--- src/rtl/multi_cycle_controller_pkg.sv ---
// Shared definitions for the multi-cycle RV32I controller: opcodes, mux encodings,
// FSM state encoding and the DECODE dispatch helper.
package multi_cycle_controller_pkg;

  localparam logic [6:0] OP_LW   = 7'b0000011;
  localparam logic [6:0] OP_SW   = 7'b0100011;
  localparam logic [6:0] OP_RT   = 7'b0110011;
  localparam logic [6:0] OP_IT   = 7'b0010011;
  localparam logic [6:0] OP_BT   = 7'b1100011;
  localparam logic [6:0] OP_JAL  = 7'b1101111;
  localparam logic [6:0] OP_JALR = 7'b1100111;
  localparam logic [6:0] OP_LUI  = 7'b0110111;

  localparam logic [2:0] IMM_I = 3'b000;
  localparam logic [2:0] IMM_S = 3'b001;
  localparam logic [2:0] IMM_B = 3'b010;
  localparam logic [2:0] IMM_U = 3'b011;
  localparam logic [2:0] IMM_J = 3'b100;

  localparam logic [1:0] ALU_ADD   = 2'b00;
  localparam logic [1:0] ALU_SUB   = 2'b01;
  localparam logic [1:0] ALU_RTYPE = 2'b10;
  localparam logic [1:0] ALU_ITYPE = 2'b11;

  localparam logic [1:0] SRCA_PC    = 2'b00;
  localparam logic [1:0] SRCA_OLDPC = 2'b01;
  localparam logic [1:0] SRCA_RS1   = 2'b10;

  localparam logic [1:0] SRCB_RS2  = 2'b00;
  localparam logic [1:0] SRCB_IMM  = 2'b01;
  localparam logic [1:0] SRCB_FOUR = 2'b10;

  localparam logic [1:0] RES_ALUOUT = 2'b00;
  localparam logic [1:0] RES_MEM    = 2'b01;
  localparam logic [1:0] RES_ALU    = 2'b10;
  localparam logic [1:0] RES_IMM    = 2'b11;

  typedef enum logic [4:0] {
    S_IDLE, S_FETCH, S_DECODE, S_MEM_ADR, S_MEM_RD, S_MEM_WB, S_MEM_WR,
    S_EX_R, S_EX_I, S_ALU_WB, S_EX_BR, S_EX_JAL, S_JALR_ADR, S_JALR_JMP,
    S_LUI_WB, S_ILLEGAL, S_HALT
  } state_t;

  function automatic state_t dispatch(input logic [6:0] opc);
    case (opc)
      OP_LW, OP_SW: return S_MEM_ADR;
      OP_RT:        return S_EX_R;
      OP_IT:        return S_EX_I;
      OP_BT:        return S_EX_BR;
      OP_JAL:       return S_EX_JAL;
      OP_JALR:      return S_JALR_ADR;
      OP_LUI:       return S_LUI_WB;
      default:      return S_ILLEGAL;
    endcase
  endfunction

endpackage

--- src/rtl/multi_cycle_controller_branch_resolver.sv ---
// Combinational branch condition: BEQ/BNE/BLT/BGE from funct3 and ALU flags.
module multi_cycle_controller_branch_resolver (
  input  logic [2:0] funct3,
  input  logic       zero,
  input  logic       lt,
  output logic       taken,
  output logic       bad_funct3
);

  always_comb begin
    taken      = 1'b0;
    bad_funct3 = 1'b0;
    case (funct3)
      3'b000:  taken = zero;
      3'b001:  taken = ~zero;
      3'b100:  taken = lt;
      3'b101:  taken = ~lt;
      default: bad_funct3 = 1'b1;
    endcase
  end

endmodule

--- src/rtl/multi_cycle_controller.sv ---
// Multi-cycle RV32I control FSM. Define MC_MEM_HANDSHAKE_EN to stall FETCH/MEM_RD/MEM_WR
// on mem_ready; otherwise every memory state completes in one cycle.
module multi_cycle_controller
  import multi_cycle_controller_pkg::*;
#(
  parameter int ALU_OP_W     = 2,
  parameter int IMM_SRC_W    = 3,
  parameter bit TRAP_ILLEGAL = 1'b1
) (
  input  logic                 clk,
  input  logic                 rst,
  input  logic [6:0]           opc,
  input  logic [2:0]           funct3,
  input  logic                 zero,
  input  logic                 lt,
  input  logic                 mem_ready,
  output logic                 pc_write,
  output logic                 adr_src,
  output logic                 ir_write,
  output logic                 mem_write,
  output logic                 reg_write,
  output logic [1:0]           alu_src_a,
  output logic [1:0]           alu_src_b,
  output logic [1:0]           result_src,
  output logic [IMM_SRC_W-1:0] imm_src,
  output logic [ALU_OP_W-1:0]  alu_op,
  output logic                 instr_done,
  output logic                 illegal
);

  state_t state_reg, state_next;
  logic   mem_ok;
  logic   taken;
  logic   bad_funct3;

`ifdef MC_MEM_HANDSHAKE_EN
  assign mem_ok = mem_ready;
`else
  logic unused_mem_ready;
  assign unused_mem_ready = mem_ready;
  assign mem_ok = 1'b1;
`endif

  multi_cycle_controller_branch_resolver u_branch (
    .funct3     (funct3),
    .zero       (zero),
    .lt         (lt),
    .taken      (taken),
    .bad_funct3 (bad_funct3)
  );

  always_ff @(posedge clk or negedge rst) begin
    if (!rst) state_reg <= S_IDLE;
    else      state_reg <= state_next;
  end

  always_comb begin
    state_next = state_reg;
    case (state_reg)
      S_IDLE:     state_next = S_FETCH;
      S_FETCH:    if (mem_ok) state_next = S_DECODE;
      S_DECODE:   state_next = dispatch(opc);
      S_MEM_ADR:  state_next = (opc == OP_SW) ? S_MEM_WR : S_MEM_RD;
      S_MEM_RD:   if (mem_ok) state_next = S_MEM_WB;
      S_MEM_WB:   state_next = S_FETCH;
      S_MEM_WR:   if (mem_ok) state_next = S_FETCH;
      S_EX_R:     state_next = S_ALU_WB;
      S_EX_I:     state_next = S_ALU_WB;
      S_ALU_WB:   state_next = S_FETCH;
      S_EX_BR:    state_next = S_FETCH;
      S_EX_JAL:   state_next = S_ALU_WB;
      S_JALR_ADR: state_next = S_JALR_JMP;
      S_JALR_JMP: state_next = S_ALU_WB;
      S_LUI_WB:   state_next = S_FETCH;
      S_ILLEGAL:  state_next = TRAP_ILLEGAL ? S_HALT : S_FETCH;
      S_HALT:     state_next = S_HALT;
      default:    state_next = S_IDLE;
    endcase
  end

  always_comb begin
    pc_write   = 1'b0;
    adr_src    = 1'b0;
    ir_write   = 1'b0;
    mem_write  = 1'b0;
    reg_write  = 1'b0;
    alu_src_a  = SRCA_PC;
    alu_src_b  = SRCB_RS2;
    result_src = RES_ALUOUT;
    imm_src    = IMM_SRC_W'(IMM_I);
    alu_op     = ALU_OP_W'(ALU_ADD);
    instr_done = 1'b0;
    illegal    = 1'b0;
    case (state_reg)
      S_FETCH: begin
        ir_write   = mem_ok;
        pc_write   = mem_ok;
        alu_src_b  = SRCB_FOUR;
        result_src = RES_ALU;
      end
      // Branch/jump target is precomputed here into ALUOut.
      S_DECODE: begin
        alu_src_a = SRCA_OLDPC;
        alu_src_b = SRCB_IMM;
        imm_src   = (opc == OP_JAL) ? IMM_SRC_W'(IMM_J) : IMM_SRC_W'(IMM_B);
      end
      S_MEM_ADR: begin
        alu_src_a = SRCA_RS1;
        alu_src_b = SRCB_IMM;
        imm_src   = (opc == OP_SW) ? IMM_SRC_W'(IMM_S) : IMM_SRC_W'(IMM_I);
      end
      S_MEM_RD: adr_src = 1'b1;
      S_MEM_WB: begin
        result_src = RES_MEM;
        reg_write  = 1'b1;
        instr_done = 1'b1;
      end
      S_MEM_WR: begin
        adr_src    = 1'b1;
        mem_write  = mem_ok;
        instr_done = mem_ok;
      end
      S_EX_R: begin
        alu_src_a = SRCA_RS1;
        alu_op    = ALU_OP_W'(ALU_RTYPE);
      end
      S_EX_I: begin
        alu_src_a = SRCA_RS1;
        alu_src_b = SRCB_IMM;
        alu_op    = ALU_OP_W'(ALU_ITYPE);
      end
      S_ALU_WB: begin
        reg_write  = 1'b1;
        instr_done = 1'b1;
      end
      S_EX_BR: begin
        alu_src_a  = SRCA_RS1;
        alu_op     = ALU_OP_W'(ALU_SUB);
        pc_write   = taken;
        instr_done = 1'b1;
        illegal    = bad_funct3;
      end
      S_EX_JAL, S_JALR_JMP: begin
        pc_write  = 1'b1;
        alu_src_a = SRCA_OLDPC;
        alu_src_b = SRCB_FOUR;
      end
      S_JALR_ADR: begin
        alu_src_a = SRCA_RS1;
        alu_src_b = SRCB_IMM;
      end
      S_LUI_WB: begin
        imm_src    = IMM_SRC_W'(IMM_U);
        result_src = RES_IMM;
        reg_write  = 1'b1;
        instr_done = 1'b1;
      end
      S_ILLEGAL: begin
        illegal    = 1'b1;
        instr_done = ~TRAP_ILLEGAL;
      end
      S_HALT:  illegal = 1'b1;
      default: ;
    endcase
  end

endmodule
--- config.mk ---
export PLATFORM = sky130hd
export DESIGN_NAME = multi_cycle_controller
export DESIGN_NICKNAME = d
export VERILOG_FILES = /design/src/rtl/multi_cycle_controller_pkg.sv /design/src/rtl/multi_cycle_controller_branch_resolver.sv /design/src/rtl/multi_cycle_controller.sv
export SDC_FILE = /design/constraint.sdc
export NUM_CORES = 1
export LEC_CHECK = 0
export BUFFER_PORTS_ARGS = -buffer_cell sky130_fd_sc_hd__buf_2
export CORE_MARGIN = 2
export CORE_UTILIZATION = 45
export CTS_CLUSTER_DIAMETER = 200
export DETAILED_ROUTE_END_ITERATION = 7
export GPL_ROUTABILITY_DRIVEN = 0
export PLACE_DENSITY = 0.81
export SYNTH_ARGS = -nofsm -noshare
export SYNTH_HDL_FRONTEND = slang
export SYNTH_SLANG_ARGS = --single-unit
--- constraint.sdc ---
create_clock -name clk -period 3.15 [get_ports clk]
set_input_delay 0.315 -clock clk [delete_from_list [all_inputs] [get_ports clk]]
set_output_delay 0.315 -clock clk [all_outputs]
set_load 0.05 [all_outputs]
## Word level (Yosys, flattened, before mapping)

Cells that the tools add are included.

- Eq/ne operators: 27
- Muxes and demuxes: 19
- Bitwise operators: 2
- Reduce and logical (&&, ||, !) cells: 14

Operator list:

| operator | count |
|---|---|
| equality test 5 x 4 -> 1 bit, second input constant | 8 |
| one-hot mux 5 bit (8 select lines) | 1 |
| one-hot mux 4 bit (7 select lines) | 1 |
| equality test 7 x 6 -> 1 bit, second input constant | 3 |
| equality test 7 bit, second input constant | 3 |
| equality test 5 x 3 -> 1 bit, second input constant | 4 |
| one-hot mux 2 bit (3 select lines) | 2 |
| OR reduction 4 bit | 3 |
| equality test 5 x 2 -> 1 bit, second input constant | 2 |
| OR reduction 5 bit | 2 |
| one-hot mux 3 bit (3 select lines) | 1 |
| OR reduction 3 bit | 3 |
| one-hot mux 2 bit (2 select lines) | 2 |
| equality test 7 x 2 -> 1 bit, second input constant | 1 |
| equality test 7 x 5 -> 1 bit, second input constant | 1 |
| 2-to-1 mux 1 bit | 7 |
| equality test 3 bit, second input constant | 2 |
| OR reduction 2 bit | 3 |
| OR reduction 6 bit | 1 |
| equality test 5 x 1 -> 1 bit, second input constant | 1 |
| equality test 5 bit, second input constant | 1 |
| logical NOT 5 bit | 1 |
| one-hot mux 1 bit (2 select lines) | 2 |
| one-hot mux 1 bit (4 select lines) | 1 |
| other kinds (5) | 6 |

- Register bits after elaboration: 5
- Bits of input ports: 15
- Word-level logic and storage cells: 63

## Logic depth before layout (Yosys ltp)

Gate-level depths: netlist (run 1).

- Word-level depth: 4
- Mapped depth: 6
- Gate-level depth less buffers: 4

## Cells and area by module

Synthesis (run 1) repeated with hierarchy kept, for this count alone.

- Cells, all modules: 120
- Area total of the unflattened synthesis: 794.5 µm²

By module, submodules not included:

| module | instances | cells an instance | area an instance (µm²) | sequential area each (µm²) |
|---|---|---|---|---|
| multi_cycle_controller | 1 | 115 | 758.2 | 125.1 |
| multi_cycle_controller_branch_resolver | 1 | 5 | 36.3 | 0.0 |

## Least setup slack after synthesis (run 1)

Ideal clock, no wire load.

- Kind: reg-to-output
- Start point: reg state_reg[2]
- End point: out instr_done
- Arrival time: 3.111 ns
- Required time: 2.835 ns
- Setup slack: -0.276 ns
- Cell stages (with the launch flop): 4
- Cell sequence: dfrtp_1 buf_2 nor2_1 a2111oi_0

- Longest elaborated chain between the ends: 3

Ends and longest elaborated chain:

| item | line | source |
|---|---|---|
| start, declared | multi_cycle_controller.sv:31 | `state_t state_reg, state_next;` |
| start signal, assigned | multi_cycle_controller.sv:54 | `else state_reg <= state_next;` |
| equality test 5 x 3 -> 1 bit or equality test 5 x 4 -> 1 bit (tied branches) | multi_cycle_controller.sv:94 | `case (state_reg)` |
| OR reduction 5 bit (no line) * | n/a |  |
| 2-to-1 mux 1 bit * | multi_cycle_controller.sv:94 |  |
| end, declared | multi_cycle_controller.sv:27 | `output logic instr_done,` |

Mark *: on every way between the ends. The rest lies on a longest branch, timed or not.

## Final worst setup path (run 1)

- Start point: reg state_reg[3]
- End point: out imm_src[0]

- Longest elaborated chain between the ends: 2

Ends and longest elaborated chain:

| item | line | source |
|---|---|---|
| equality test 5 x 4 -> 1 bit or equality test 5 x 2 -> 1 bit (tied branches) | multi_cycle_controller.sv:94 |  |
| one-hot mux 3 bit (3 select lines) * | multi_cycle_controller.sv:94 |  |
| end, declared | multi_cycle_controller.sv:25 | `output logic [IMM_SRC_W-1:0] imm_src,` |

Marked as above.

==> results.toml, run 1 <==
[floorplanning]
fp-row-count = 15
die_area_mm2 = 0.002078
start_util = 0.4659
fp.dieH_um = 45.59
die_w_um = 45.59
core-area_mm2 = 0.001670
boundaryPins = 33

[place]
dpl_worst_slack_ns = 1.082
dp_hpwl_um = 1458
dpl-instance-area_um2 = 885.9
portBuffers = 31

[final_layout]
post-route-cell-area_um2 = 922.1
final_cell_mix = "buf_2, nor2_1, nand2_1, a21oi_1, nand2b_1"
nets = 151
final_common_cell = "buf_2"
largest_reg_flops = 5
area_delta_synth_final_pct = 18.49
drive_gt1_frac = 0.2815
antenna_cells = 0

[route]
wl_per_cell_um = 13.26
ant_nets = 0
firstDrtPassIters = 4
vias_per_cell = 5.914
postRouteWirelength_um = 2016
via_count = 899
drtIter0Drc = 13
post-route-drc-count = 0

[logic_synthesis]
netlist_instances = 108
synth_warnings = 0
syn_nets = 123
synthArstFlopShare = 1.000
synthDistinctLibCells = 44
synth.cell_area_um2 = 778.2
ys_seq_area_frac = 0.1608
ys_ff_latch = 5
ys.flop_type = "dfrtp_1"
synth_edf_count = 0
synth_area_per_cell_um2 = 7.206

[clock_tree]
clockRootBuffer = "clkbuf_4"
cts_max_path_buffers = 2
worstSkewPairLatency_ns = 0.24
cts_resized = 0
path_clk_slew_ns = 0.04
cts_setup_buffers = 0
cts_tree = "done"
numCtsBuffers = 3
clock_tree.htree_level_count = 1
cts_sinks = 5

[min_path]
hp-class = "primary input to asynchronous set/reset pin"

[sta]
final-setup-viol-count = 0
fmax_mhz = 426.4
hold_violations = 0
layout_setup_ws_ns = 0.8048
tns_ns = 0
tightest_slew_ns = 0.7029
min_period_ns = 2.345
post-route-period-util = 0.7445
maxSlewViolCount = 0
finClkSkew_ns = 0.001377
rsz0062_at_grt = "no"
slew_headroom = 0.5314

[setup_path]
startpoint_type = "flop"
crit_type = "flop to output port"
required_ns = 2.83
r2r_start = "state_reg[3]$_DFF_PN0_"
cp_max_fo = 23
cp-startpoint = "state_reg[3]$_DFF_PN0_"
crit_arrival_ns = 2.03
reg2reg_slack_ns = 1.51
worstRegToRegCells = 4
end_kind = "output port"
endpoint = "imm_src[0]"
timing.rr.end = "state_reg[2]$_DFF_PN0_"

[pwr]
ir_drop_v = 0.0004650
power_leakage_nw = 0.4390
cellPowerDensity_mw_per_mm2 = 1161

[run]
maxCapViolCount = 0

[run_status]
outcome = "finished, final reports clean"

[grt]
track_usage = 0.2217
grt_antenna_before_repair = 0
grt_first_pass_wirelength_um = 3367
grt_max_degree = 25
grt_pass1_vias = 772
grt_overflow_total = 0
[stage by stage]
step	utilization	std cells	hold slack [ns]	total power [mW]
6_report	0.5521	152	0.4129	1.070
5_1_grt	0.5521	152	0.4144	1.160
4_1_cts	0.5521	152	0.4010	1.073
3_5_place_dp	0.5303	147	0.1325	0.9888
3_3_place_gp	0.5303	147	0.1283	0.9739
2_1_floorplan	-	108	0.01941	0.8732
[Yosys cell counts (2+ instances only)]
| cell | count | share of area |
|---|---|---|
| a21oi_1 | 8 | 0.051 |
| o21ai_0 | 5 | 0.032 |
| nand2b_1 | 6 | 0.048 |
| nand3b_1 | 3 | 0.029 |
| nand4b_1 | 3 | 0.034 |
| a211oi_1 | 2 | 0.019 |
| nor4b_1 | 2 | 0.023 |
| or3_1 | 2 | 0.016 |
| nand3_1 | 3 | 0.019 |
| o31a_1 | 2 | 0.023 |
| buf_2 | 4 | 0.026 |
| dfrtp_1 | 5 | 0.16 |
| nor2b_1 | 4 | 0.032 |
| nor2_1 | 18 | 0.087 |
| nand2_1 | 11 | 0.053 |
| xnor2_1 | 2 | 0.023 |
[metal layers]
metal	track usage	wire [um]	up-vias
met1	0.3036	849	423
met2	0.3521	1052	30
li1	-	-	446
met5	0	0	-
met3	0.04762	114	0
met4	0.05294	0	0
[worst max-delay path: stages, from the launching register on]
cell      delay (ns)
dfrtp_1         0.61
nand2b_1        0.30
nor2_1          0.33
nand4b_1        0.17
o21ai_0         0.10
buf_2           0.28
[power by group]
part / total (mW) / switching, mW / leakage, nW / internal [mW]
clock network: 0.0761 / 0.0281 / 0.0150 / 0.0480
logic: 0.790 / 0.553 / 0.361 / 0.237
registers: 0.205 / 0.118 / 0.0634 / 0.0867
total: 1.07 / 0.699 / 0.439 / 0.371
[what timing repair did]
| action | 4_1_cts | 5_1_grt |
|---|---|---|
| hold endpoints to repair | 5 | 0 |
| endpoints found under the setup margin | 0 | 0 |
| hold buffers | 1 | 0 |
[how the worst min path moves through the flow]
stage          from                     end  depth (start not counted)
2_1_floorplan   rst  state_reg[0]$_DFF_PN0_                          0
3_3_place_gp    rst  state_reg[0]$_DFF_PN0_                          1
3_5_place_dp    rst  state_reg[2]$_DFF_PN0_                          1
4_1_cts         rst  state_reg[4]$_DFF_PN0_                          2
5_1_grt         rst  state_reg[1]$_DFF_PN0_                          2
6_report        rst  state_reg[2]$_DFF_PN0_                          2
[cells by family (layout without fill, tap and decap cells)]
logic type	count (synthesis)	after routing	synth area share
XOR/XNOR	3	3	0.03377
flip-flops	5	5	0.1608
AO/OA/AOI/OAI	31	31	0.2862
AND/OR/NAND/NOR	58	58	0.4116
multiplexers	1	1	0.01286
buffers and inverters	10	37	0.09484
[final cells by class]
| type | instances | area, um2 |
|---|---|---|
| flip-flops and latches | 5 | 125.1 |
| inverters | 1 | 3.754 |
| well taps | 17 | 21.27 |
| repair buffers | 32 | 165.2 |
| fillers | 175 | 748.2 |
| multi-input cells | 93 | 580.6 |
| clock buffers | 4 | 26.28 |
Power figures use the tool's default switching activity.
==> inputs of run 2 (changes only) <==
Clock period 3.15 ns to 2.2 ns, I/O delays scaled along.
==> run 2 against run 1 <==
Clock skew is 0.0025 ns higher; non-clock buffer count up 5; register-to-register slack got worse by 0.97 ns; global-route usage decreased by 0.063 points; critical path type unchanged; critical endpoint is now alu_op[1].
==> results.toml, run 2 (synthesis results as in run 1) <==
[floorplanning]
start_util = 0.4659
core-area_mm2 = 0.001670
die_w_um = 45.59
fp.dieH_um = 45.59
boundaryPins = 33
fp-row-count = 15
die_area_mm2 = 0.002078

[place]
dpl_worst_slack_ns = 0.3214
dp.cells = 152
portBuffers = 31
dp_hpwl_um = 1625

[clock_tree]
cts_tree = "done"
worstSkewPairLatency_ns = 0.24
cts_setup_buffers = 0
clockRootBuffer = "clkbuf_4"
cts_max_path_buffers = 2
clock_tree.htree_level_count = 1
path_clk_slew_ns = 0.04
cts_sinks = 5
numCtsBuffers = 3

[setup_path]
worstPathCellList = "nor2_1 > nand2_1 > o22a_1 > nor2_1 > buf_2"
end_kind = "output port"
startpoint_type = "flop"
crit_arrival_ns = 1.87
cp_max_fo = 12
required_ns = 1.98
cp_common_cell = "nor2_1"
cp_slowest_cell = "dfrtp_1"
path_delay_family = "simple AND/OR/NAND/NOR gates"
crit_buf_inv = 1
crit_type = "flop to output port"
cpPeakStageDelay_ns = 0.50

[grt]
grt_max_degree = 16
grt_antenna_before_repair = 0
grt_first_pass_wirelength_um = 3491
grt_overflow_total = 0
track_usage = 0.2210
grt_pass1_vias = 827

[sta]
min_period_ns = 2.092
fin_hold_ws_ns = 0.3207
tns_ns = 0
slew_headroom = 0.6699
fmax_mhz = 477.9
layout_setup_ws_ns = 0.1076
hold_violations = 0
rsz0062_at_grt = "no"
finClkSkew_ns = 0.003832
maxSlewViolCount = 0
final-setup-viol-count = 0
post-route-period-util = 0.9511
tightest_slew_ns = 0.4933

[pwr]
totalPowerFinal_mw = 1.632
cellPowerDensity_mw_per_mm2 = 1668
ir_drop_v = 0.0007760
power_leakage_nw = 0.4659

[final_layout]
fillers = 157
drive_gt1_frac = 0.3429
final_cell_mix = "buf_2, nor2_1, nand2_1, a21oi_1, nand2b_1"
layoutNonFillerInstCount = 157
antenna_cells = 0
nets = 156
area_delta_synth_final_pct = 25.72
final_common_cell = "buf_2"
largest_reg_flops = 5

[route]
ant_nets = 0
postRouteWirelength_um = 2112
via_count = 898
vias_per_cell = 5.720
firstDrtPassIters = 4
wl_per_cell_um = 13.45
drtIter0Drc = 17
post-route-drc-count = 0

[run_status]
outcome = "finished, final reports clean"

[min_path]
hp-class = "primary input to asynchronous set/reset pin"

[run]
maxCapViolCount = 0
[run 2: through the flow]
stage | util | cell area (um2)
2_1_floorplan | - | 794.5
3_3_place_gp | 0.5618 | 938.4
3_5_place_dp | 0.5618 | 938.4
4_1_cts | 0.5835 | 974.7
5_1_grt | 0.5858 | 978.4
6_report | 0.5858 | 978.4
[run 2: what timing repair did]
action                     4_1_cts  5_1_grt
gates resized for setup          0        2
hold endpoints to repair         5        0
hold buffers                     1        0
setup endpoints to repair        0        2
[run 2: final timing paths]
| kind | startpoint | to | slack, ns | depth (start not counted) |
|---|---|---|---|---|
| worst max-delay path | state_reg[1]$_DFF_PN0_ | alu_op[1] | 0.11 | 5 |
| worst min-delay path | rst | state_reg[4]$_DFF_PN0_ | 0.32 | 2 |
| worst max register to register | state_reg[2]$_DFF_PN0_ | state_reg[3]$_DFF_PN0_ | 0.54 | 3 |
| worst min register to register | state_reg[4]$_DFF_PN0_ | state_reg[4]$_DFF_PN0_ | 0.73 | 2 |
| max in group asynchronous | rst | state_reg[3]$_DFF_PN0_ | 1.74 | 2 |
| min in group clk | opc[0] | state_reg[0]$_DFF_PN0_ | 0.41 | 4 |
[run 2: area by class of cell]
class / instances / area [um2] / area share
well taps: 17 / 21.27 / 0.02174
inverters: 1 / 3.754 / 0.003836
flip-flops and latches: 5 / 126.4 / 0.1292
repair buffers: 37 / 202.7 / 0.2072
clock buffers: 4 / 26.28 / 0.02685
multi-input cells: 93 / 598.1 / 0.6113
[run 2: layer usage]
layer / wire [um] / global-route usage / vias to the layer above
li1: - / - / 462
met1: 937 / 0.2850 / 414
met2: 1108 / 0.3944 / 22
met3: 66 / 0.02381 / 0
met4: 0 / 0.04118 / 0
met5: 0 / 0 / -
[run 2: power by group]
group	switching [mW]	total (mW)	internal [mW]
logic	0.906	1.30	0.392
clock network	0.0351	0.104	0.0684
registers	0.103	0.230	0.128
[run 2: worst register-to-register path, stage by stage (launching register included)]
cell	delay (ns)
dfrtp_1	0.53
buf_4	0.26
or4_1	0.50
a311oi_2	0.27
